[src/rtl/alu_pkg.sv]
// Shared types and constants for the ALU command front-end.
// Imported by the sequencer and its result FIFO.
package alu_pkg;
  localparam int ALU_OP_W = 3;
  localparam int N_DEF    = 16;

  typedef enum logic {
    IDLE = 1'b0,
    WAIT = 1'b1
  } state_e;
endpackage

[src/rtl/alu_result_fifo.sv]
// Small circular FIFO holding {op, result} entries for the consumer.
// Head data reads as zero whenever the FIFO is empty.
module alu_result_fifo
  import alu_pkg::*;
#(
  parameter  int W     = 2 * N_DEF + ALU_OP_W,
  parameter  int DEPTH = 4,
  localparam int AW    = $clog2(DEPTH),
  localparam int LW    = $clog2(DEPTH + 1)
) (
  input  logic          clk,
  input  logic          rst_n,
  input  logic          push,
  input  logic [W-1:0]  push_data,
  input  logic          pop,
  output logic [W-1:0]  pop_data,
  output logic          empty,
  output logic [LW-1:0] level
);
  localparam logic [LW-1:0] FULL_L = LW'(DEPTH);

  logic [W-1:0]  mem_q [DEPTH];
  logic [AW-1:0] wr_q, wr_d;
  logic [AW-1:0] rd_q, rd_d;
  logic [LW-1:0] lvl_q, lvl_d;
  logic          do_push;
  logic          do_pop;
  logic          full;

  assign full    = (lvl_q == FULL_L);
  assign empty   = (lvl_q == '0);
  assign do_pop  = pop && !empty;
  assign do_push = push && (!full || do_pop);

  always_comb begin
    wr_d  = wr_q;
    rd_d  = rd_q;
    lvl_d = lvl_q;
    if (do_push) wr_d = wr_q + 1'b1;
    if (do_pop)  rd_d = rd_q + 1'b1;
    case ({do_push, do_pop})
      2'b10:   lvl_d = lvl_q + 1'b1;
      2'b01:   lvl_d = lvl_q - 1'b1;
      default: lvl_d = lvl_q;
    endcase
  end

  always_ff @(posedge clk or negedge rst_n) begin
    if (!rst_n) begin
      wr_q  <= '0;
      rd_q  <= '0;
      lvl_q <= '0;
    end else begin
      wr_q  <= wr_d;
      rd_q  <= rd_d;
      lvl_q <= lvl_d;
    end
  end

  // Storage needs no reset: the level gates what is visible.
  always_ff @(posedge clk) begin
    if (do_push) mem_q[wr_q] <= push_data;
  end

  assign pop_data = empty ? '0 : mem_q[rd_q];
  assign level    = lvl_q;
endmodule

[src/rtl/alu_cmd_sequencer.sv]
// Holds ALU operands stable for a settle time, then queues the result.
// One command in flight; results drained through a small FIFO.
module alu_cmd_sequencer
  import alu_pkg::*;
#(
  parameter  int n      = N_DEF,
  parameter  int SETTLE = 1,
  parameter  int DEPTH  = 4,
  localparam int LW     = $clog2(DEPTH + 1)
) (
  input  logic                clk,
  input  logic                rst_n,
  input  logic                in_valid,
  output logic                in_ready,
  input  logic [n-1:0]        in_x,
  input  logic [n-1:0]        in_y,
  input  logic [ALU_OP_W-1:0] in_op,
  output logic [n-1:0]        alu_x,
  output logic [n-1:0]        alu_y,
  output logic [ALU_OP_W-1:0] alu_op,
  input  logic [2*n-1:0]      alu_f,
  output logic                out_valid,
  input  logic                out_ready,
  output logic [2*n-1:0]      out_f,
  output logic [ALU_OP_W-1:0] out_op,
  output logic                busy,
  output logic [LW-1:0]       level
);
  localparam int            FW      = 2 * n + ALU_OP_W;
  localparam logic [LW-1:0] DEPTH_L = LW'(DEPTH);

  state_e                state_q, state_d;
  logic [3:0]            cnt_q, cnt_d;
  logic [n-1:0]          x_q, x_d;
  logic [n-1:0]          y_q, y_d;
  logic [ALU_OP_W-1:0]   op_q, op_d;
  logic                  rdy;
  logic                  push;
  logic                  fifo_empty;
  logic [FW-1:0]         head;

  always_comb begin
    state_d = state_q;
    cnt_d   = cnt_q;
    x_d     = x_q;
    y_d     = y_q;
    op_d    = op_q;
    rdy     = 1'b0;
    push    = 1'b0;
    unique case (state_q)
      IDLE: begin
        rdy = rst_n && (level < DEPTH_L);
        if (in_valid && rdy) begin
          x_d     = in_x;
          y_d     = in_y;
          op_d    = in_op;
          cnt_d   = 4'(SETTLE);
          state_d = WAIT;
        end
      end
      WAIT: begin
        if (cnt_q == 4'd0) begin
          push    = 1'b1;
          state_d = IDLE;
        end else begin
          cnt_d = cnt_q - 4'd1;
        end
      end
      default: state_d = IDLE;
    endcase
  end

  always_ff @(posedge clk or negedge rst_n) begin
    if (!rst_n) begin
      state_q <= IDLE;
      cnt_q   <= '0;
      x_q     <= '0;
      y_q     <= '0;
      op_q    <= '0;
    end else begin
      state_q <= state_d;
      cnt_q   <= cnt_d;
      x_q     <= x_d;
      y_q     <= y_d;
      op_q    <= op_d;
    end
  end

  alu_result_fifo #(
    .W     (FW),
    .DEPTH (DEPTH)
  ) u_fifo (
    .clk       (clk),
    .rst_n     (rst_n),
    .push      (push),
    .push_data ({op_q, alu_f}),
    .pop       (out_ready),
    .pop_data  (head),
    .empty     (fifo_empty),
    .level     (level)
  );

  assign in_ready  = rdy;
  assign alu_x     = x_q;
  assign alu_y     = y_q;
  assign alu_op    = op_q;
  assign out_valid = !fifo_empty;
  assign out_f     = head[2*n-1:0];
  assign out_op    = head[FW-1 -: ALU_OP_W];
  assign busy      = (state_q != IDLE);
endmodule

[config.mk]
export PLATFORM = sky130hd
export DESIGN_NAME = alu_cmd_sequencer
export DESIGN_NICKNAME = d
export VERILOG_FILES = /design/src/rtl/alu_pkg.sv /design/src/rtl/alu_result_fifo.sv /design/src/rtl/alu_cmd_sequencer.sv
export SDC_FILE = /design/constraint.sdc
export NUM_CORES = 1
export LEC_CHECK = 0
export CAP_MARGIN = 30
export CORE_ASPECT_RATIO = 0.9
export CORE_MARGIN = 10
export CORE_UTILIZATION = 55
export CTS_BUF_LIST = sky130_fd_sc_hd__clkbuf_4
export CTS_CLUSTER_SIZE = 30
export DETAILED_ROUTE_END_ITERATION = 7
export DONT_BUFFER_PORTS = 1
export HOLD_SLACK_MARGIN = 0.06
export PLACE_DENSITY = 0.74
export SLEW_MARGIN = 20
export SYNTH_ARGS = -nofsm -noshare
export SYNTH_HDL_FRONTEND = slang
export SYNTH_SLANG_ARGS = --single-unit
[constraint.sdc]
create_clock -name clk -period 2.9 [get_ports clk]
set_clock_uncertainty 0.15 [all_clocks]
set_input_delay 0.435 -clock clk [delete_from_list [all_inputs] [get_ports clk]]
set_output_delay 0.435 -clock clk [all_outputs]
set_load 0.05 [all_outputs]
==> results by group, run 1 <==
Die
  – Die height: 130 um
  – FP Rows: 39
  – CORE AREA: 0.0129 mm^2
  – Ports: 147
  – Die width: 142 um
  – Initial core utilization: 57.0%
  – Die area: 0.0184 mm^2

Timing
  – Max Clk Rate: 361 MHz
  – Slew headroom: 60.0%
  – Worst Hold Slack: 231 ps
  – RSZ-0062 raised after global routing: no
  – # setup viols final: 0
  – Hold Violations, Final: 0
  – Count of final max-slew check failures: 0
  – Setup TNS Final: 0 ps
  – Tcrit/Tclk final: 95.4%
  – Fin crit period: 2770 ps
  – Worst slew pin tran: 601 ps

GRT
  – Total GRT Usage: 16.0%
  – Initial antenna violation count: 0
  – Global-route wire length before repair: 22600 um
  – Total gr overflow: 0
  – Pin count of the biggest net entering global routing: 48
  – Vias in the first global route: 4084

Clock network
  – Root buf cell: clkbuf_4
  – Clock buffer depth: 2
  – CTS sink count: 187
  – Max H-tree Level: 4
  – CTS tree: done
  – Clock Pin Slew Worst Setup and Hold Paths: 130 ps
  – Worst-Skew Late Latency: 530 ps
  – CTS buffer count: 17

Run status
  – Status: finished clean

Route
  – DR iter-0 viols: 306
  – Antenna-violating nets left: 0
  – TritonRoute pass-1 iters: 4
  – Vias: 3685
  – Drt total wl: 14300 um
  – Wire per inst: 21.5 um
  – Drt drc: 0
  – Routed vias/inst: 5.54

Critical path
  – Worst reg2reg path endpoint: u_fifo.level[2]
  – CP cell instances: buf_12 > mux4_1 > and2_1 > buf_4
  – CP endpoint kind: primary output
  – Worst-path fanout max: 15
  – Startpoint Class: register
  – Slowest cell on crit path: mux4_1
  – RR Startpoint: cnt_q[0]
  – Required time worst endpoint: 2320 ps
  – CP Launch Point: u_fifo.rd_q[0]
  – WS Path Type: reg -> out
  – Top Family by Delay on Critical Path: multiplexers
  – WP data arrival: 2180 ps
  – Worst path max stage delay: 570 ps
  – Buffers and inverters on the worst path: 2
  – R2r worst-path depth: 11
  – Reg2Reg Setup Slack: 470 ps

Synth
  – Yosys cell types: 31
  – Yosys top cell area share: 57.3%
  – Primary FF master, synth: edfxtp_1
  – Mapped cell area: 0.00734 mm^2
  – Post-synth EDFFs: 140
  – Mapped Cells: 359
  – Top cells by area, synth: edfxtp_1 57%, dfrtp_1 16%, mux4_2 8.6%
  – YS warnings: 0
  – Most common cell in the netlist: edfxtp_1
  – Synth area leader: edfxtp_1
  – Synth top cells by count: 140 x edfxtp_1, 47 x dfrtp_1, 40 x and2_1
  – Seq cells post-synth: 187
  – Mean area per synthesized cell: 20.4 um^2
  – Mapped Nets: 437
  – Seq/Total Area, Yosys: 73.3%
  – Async SR Flop Fraction: 25.1%

Min path
  – Min-delay worst type: in -> async

Placed design
  – Placer's final routability congestion estimate: 0.710
  – Port bufs: 0
  – HPWL Detailed: 9120 um

Power and ir drop
  – Peak supply drop: 0.871 mV
  – P_leak: 0.00320 uW
  – Pwr dens: 1120 mW/mm^2

Layout
  – Synth-to-Final Area Change: 20.7%
  – Layout cells sized above 1: 32.3%
  – Post-layout net count: 566
  – N_diodes: 0
  – Core Util, Final: 68.7%

Run
  – MaxCap Viol Count: 0
sequential cells by signal, summed over array words and instances, names as in the netlist, 2 cells and up:
name / count
cnt_q: 4
u_fifo.mem_q: 140
u_fifo.level: 3
u_fifo.wr_q: 2
alu_x: 16
u_fifo.rd_q: 2
alu_op: 3
alu_y: 16
timing repair:
item                                   4_1_cts  5_1_grt
hold buffers                                70        0
resized for setup                            1        1
setup endpoints to repair                   23       13
endpoints found under the hold margin      212        0
setup buffers                                3        1
pin swaps                                    0        0
where the power goes:
group | total [uW] | switching, uW | internal, uW | leakage (uW)
Sequential | 4680 | 1290 | 3390 | 0.00182
Combinational | 4070 | 2400 | 1670 | 0.00126
Clock | 1130 | 797 | 332 | 0.000118
Total | 9880 | 4490 | 5390 | 0.00320
metal layers:
metal,vias up,global-route usage [%],wire length [um]
li1,1648,-,-
met1,1899,18.3,5400
met2,131,26.5,7350
met4,0,4.62,115
met3,7,7.71,1430
met5,-,0,0
cell families (layout without fill, tap and decap cells):
logic type	count (synthesis)	in the layout	share of synthesized area (%)
compound gates	2	2	0.171
xor+xnor	6	6	0.716
fa+ha+maj	7	7	1.30
buf+inv	25	167	2.20
flops	187	187	73.3
mux	75	75	17.2
simple gates	57	57	5.10
layout make-up:
cell class                      instances  area (um^2)
Clock buffer                           18          135
Clock inverter                         14         82.6
Fill cell                             842         4030
Inverter                                9         33.8
Multi-Input combinational cell        147         1810
Sequential cell                       187         5390
Tap cell                              164          205
Timing Repair Buffer                  126         1200
through the flow:
| stage | std cells | total power [uW] | setup WS (ps) | instance area (um^2) |
|---|---|---|---|---|
| after detailed placement | 559 | 8680 | 468 | 7870 |
| after global routing | 665 | 10400 | 7.06 | 8850 |
| after floorplan | 359 | 7600 | 189 | 7340 |
| after CTS | 664 | 9970 | 43.8 | 8840 |
| after global placement | 559 | 8580 | 490 | 7870 |
| final | 665 | 9880 | 133 | 8850 |
cells in the final DEF (no fill, tap or decap), types with 2 or more instances in the layout:
cell,Yosys,final
mux4_2,28,28
edfxtp_1,140,140
mux2_2,36,36
clkinv_4,0,2
mux2i_1,3,3
buf_12,3,5
nand2_1,2,2
clkbuf_4,0,18
dfrtp_1,47,45
clkinv_2,0,6
dlygate4sd3_1,0,69
clkinv_1,0,2
mux4_1,7,7
inv_1,9,9
nor2_1,5,5
ha_1,6,6
xor2_1,3,3
buf_4,0,50
and2_2,0,4
xnor2_1,3,3
clkinvlp_4,0,3
and2_1,40,36
worst max path at each step:
stage / depth (start not counted) / slack, ps / to
3_5_place_dp: 11 / 470 / u_fifo.level[2]
3_3_place_gp: 4 / 490 / out_f[2]
5_1_grt: 4 / 7 / out_f[2]
2_1_floorplan: 3 / 190 / u_fifo.mem_q[2][0]
4_1_cts: 4 / 40 / out_f[0]
6_report: 4 / 130 / out_f[2]
No activity file was read; power rests on OpenSTA's default activity.
==> run 2, diff against run 1 <==
--- a/config.mk
+++ b/config.mk
@@ -5,6 +5,7 @@
 export SDC_FILE = /design/constraint.sdc
 export NUM_CORES = 1
 export LEC_CHECK = 0
+export ABC_AREA = 1
 export CAP_MARGIN = 30
 export CORE_ASPECT_RATIO = 0.9
 export CORE_MARGIN = 10
==> run 2 against run 1 <==
Effect of this change:
- via count rose by 46%
- clock-buffer cell count rose by 1
- first-iteration DRC count rose by 34%
- sequential cell count did not move
- total power rose by 10%
- critical path depth rose by 4
- sequential share of layout area fell by 3.2 points
- routed wire length rose by 31%
- synthesized cell count rose by 81%
- die area rose by 2.5%
- design area rose by 5.6%
==> results by group, run 2 <==
Synth
  – Synth area leader: edfxtp_1
  – Mean area per synthesized cell: 11.6 um^2
  – Async SR Flop Fraction: 25.1%
  – Seq cells post-synth: 187
  – Largest family of logic cells by synthesized area: simple AND/OR/NAND/NOR gates
  – Mapped Cells: 651
  – Yosys top cell area share: 55.6%
  – YS warnings: 0
  – Synth Area in Adders: 1.26%
  – Seq/Total Area, Yosys: 71.2%
  – Simple-gate share of the synthesized area: 15.4%
  – Synth top cells by count: 155 x nor2_1, 140 x edfxtp_1, 83 x nand2_1
  – Most common cell in the netlist: nor2_1
  – Post-synthesis compound-gate area fraction: 7.55%
  – Mapped cell area: 0.00756 mm^2
  – Yosys cell types: 25
  – Primary FF master, synth: edfxtp_1
  – Post-synthesis mux area share: 0%
  – Top cells by area, synth: edfxtp_1 56%, dfrtp_1 16%, nor2_1 7.7%
  – XOR/XNOR share of the synthesized area: 0.348%
  – Post-synth EDFFs: 140
  – Mapped Nets: 729

Route
  – Wire per inst: 19.2 um
  – Drt total wl: 18700 um
  – Drt drc: 0
  – Antenna-violating nets left: 0
  – TritonRoute pass-1 iters: 4
  – DR iter-0 viols: 410
  – Routed vias/inst: 5.52
  – Vias: 5364

Clock network
  – CTS buffer count: 17
  – CTS tree: done
  – Clock buffer depth: 2
  – Root buf cell: clkbuf_4
  – Clock Pin Slew Worst Setup and Hold Paths: 160 ps
  – Max H-tree Level: 4
  – CTS sink count: 187
  – Post-CTS Setup Inserts: 0
  – Worst-Skew Late Latency: 580 ps

Timing
  – Fin crit period: 2800 ps
  – Final worst slack: 95.4 ps
  – Hold Violations, Final: 0
  – Worst slew pin tran: 855 ps
  – RSZ-0062 raised after global routing: no
  – Max Clk Rate: 357 MHz
  – # setup viols final: 0
  – Worst Hold Slack: 196 ps
  – Slew headroom: 42.9%
  – Count of final max-slew check failures: 0
  – Tcrit/Tclk final: 96.7%

Run
  – MaxCap Viol Count: 0

Layout
  – Layout cells sized above 1: 12.5%
  – Multi-input gate area: 0.00189 mm^2
  – Synth-to-Final Area Change: 23.7%
  – Most common cell after layout, fill and taps aside: nor2_1
  – Most frequent cells in the layout: 151 x nor2_1, 140 x edfxtp_1, 104 x dlygate4sd3_1
  – Register area: 0.00538 mm^2
  – Final Cell Area: 0.00935 mm^2
  – Final std cells w/o fill: 972
  – Core Util, Final: 69.7%
  – Max reg flops: 140
  – FILL cells: 874
  – Post-layout net count: 868
  – Most flops, register: u_fifo.mem_q

Power and ir drop
  – Peak supply drop: 0.710 mV
  – Pwr dens: 1170 mW/mm^2
  – P_leak: 0.00356 uW

GRT
  – Initial antenna violation count: 1
  – Pin count of the biggest net entering global routing: 72
  – Total GRT Usage: 19.9%
  – Vias in the first global route: 5549
  – Grt peak-use layer: met2
  – Total gr overflow: 0
  – Met3 Resource Use GR: 8.36%
  – GR Layer Usage met1: 23.5%
  – Met2 usage: 31.9%
  – Global-route wire length before repair: 29500 um

Placed design
  – Placement Setup Slack: 509 ps
  – Placer's final routability congestion estimate: 0.824
  – HPWL Detailed: 10200 um
  – Port bufs: 0
  – DP Area: 0.00794 mm^2
  – # placed instances: 834

Critical path
  – Worst-path fanout max: 48
  – RR Startpoint: busy
  – CP Launch Point: rst_n
  – WP data arrival: 3190 ps
  – WS Path Type: in -> reg
  – CP endpoint kind: register
  – Startpoint Class: input pin
  – Required time worst endpoint: 3280 ps

Die
  – Die area: 0.0188 mm^2
  – Initial core utilization: 56.3%
  – Die width: 144 um
  – CORE AREA: 0.0134 mm^2
  – FP Rows: 40
  – Ports: 147
  – Die height: 131 um

Run status
  – Status: finished clean

Min path
  – Min-delay src: rst_n
  – Min-delay worst type: in -> reg
run 2: cell types whose count changed after synthesis, sizes merged, moves of 37 or more:
cell	previous run	this run
and2	40	0
mux2	37	0
nand2	2	86
nand3	1	39
nor2	5	157
o21ai	0	78
run 2: cell families (layout without fill, tap and decap cells):
| kind of cell | after synthesis | count (layout) |
|---|---|---|
| flip-flops | 187 | 187 |
| adder cells (fa/ha/maj) | 7 | 7 |
| buffers and inverters | 56 | 208 |
| AND/OR/NAND/NOR | 284 | 284 |
| XOR/XNOR | 3 | 3 |
| other | 0 | 1 |
| AO/OA/AOI/OAI | 114 | 114 |
run 2: per-stage QoR:
step	total power, uW	TNS [ps]
2_1_floorplan	7920	-31020
5_1_grt	11500	0
3_3_place_gp	9070	0
4_1_cts	10800	0
3_5_place_dp	9170	0
6_report	10900	0
run 2: final timing paths:
kind	depth (start not counted)	endpoint	slack, ps
worst max-delay path	8	alu_y[10]	100
worst min-delay path	2	busy	200
worst max register to register	6	alu_y[10]	270
worst min register to register	2	u_fifo.wr_q[0]	410
max in group asynchronous	2	u_fifo.rd_q[0]	2120
min in group asynchronous	2	alu_y[5]	240
run 2: where the power goes:
| group | switching, uW | internal (uW) | total [uW] |
|---|---|---|---|
| registers | 1150 | 3340 | 4490 |
| clock network | 882 | 629 | 1510 |
| logic | 3460 | 1440 | 4900 |
| total | 5490 | 5410 | 10900 |
run 2: routing by layer:
metal	part of all wire, %	wire length (um)
met2	49	9090
met1	38	7150
met3	11	2040
met5	0	0
met4	2.1	400
run 2: critical path, cell delays in order:
cell and delay (ps):
dlygate4sd3_1 650, buf_16 280, nand2_2 100, nor2_4 650
buf_4 270, nand3_1 110, dlygate4sd3_1 620, nand2_1 70
run 2: repair_timing:
action                                 in CTS  in global routing
endpoints found under the hold margin     213                  0
gates cloned                                0                  0
gates resized for setup                     2                  7
hold buffers                              105                  0
setup endpoints to repair                  21                 25
pin swaps                                   0                  0
run 2: layout make-up:
type	instances	share of cell area (%)
inverters	20	0.937
well taps	168	2.25
diodes	1	0.0268
flip-flops and latches	187	57.6
clock buffers	19	1.53
multi-input cells	408	20.2
clock inverters	13	1.78
repair buffers	156	15.7
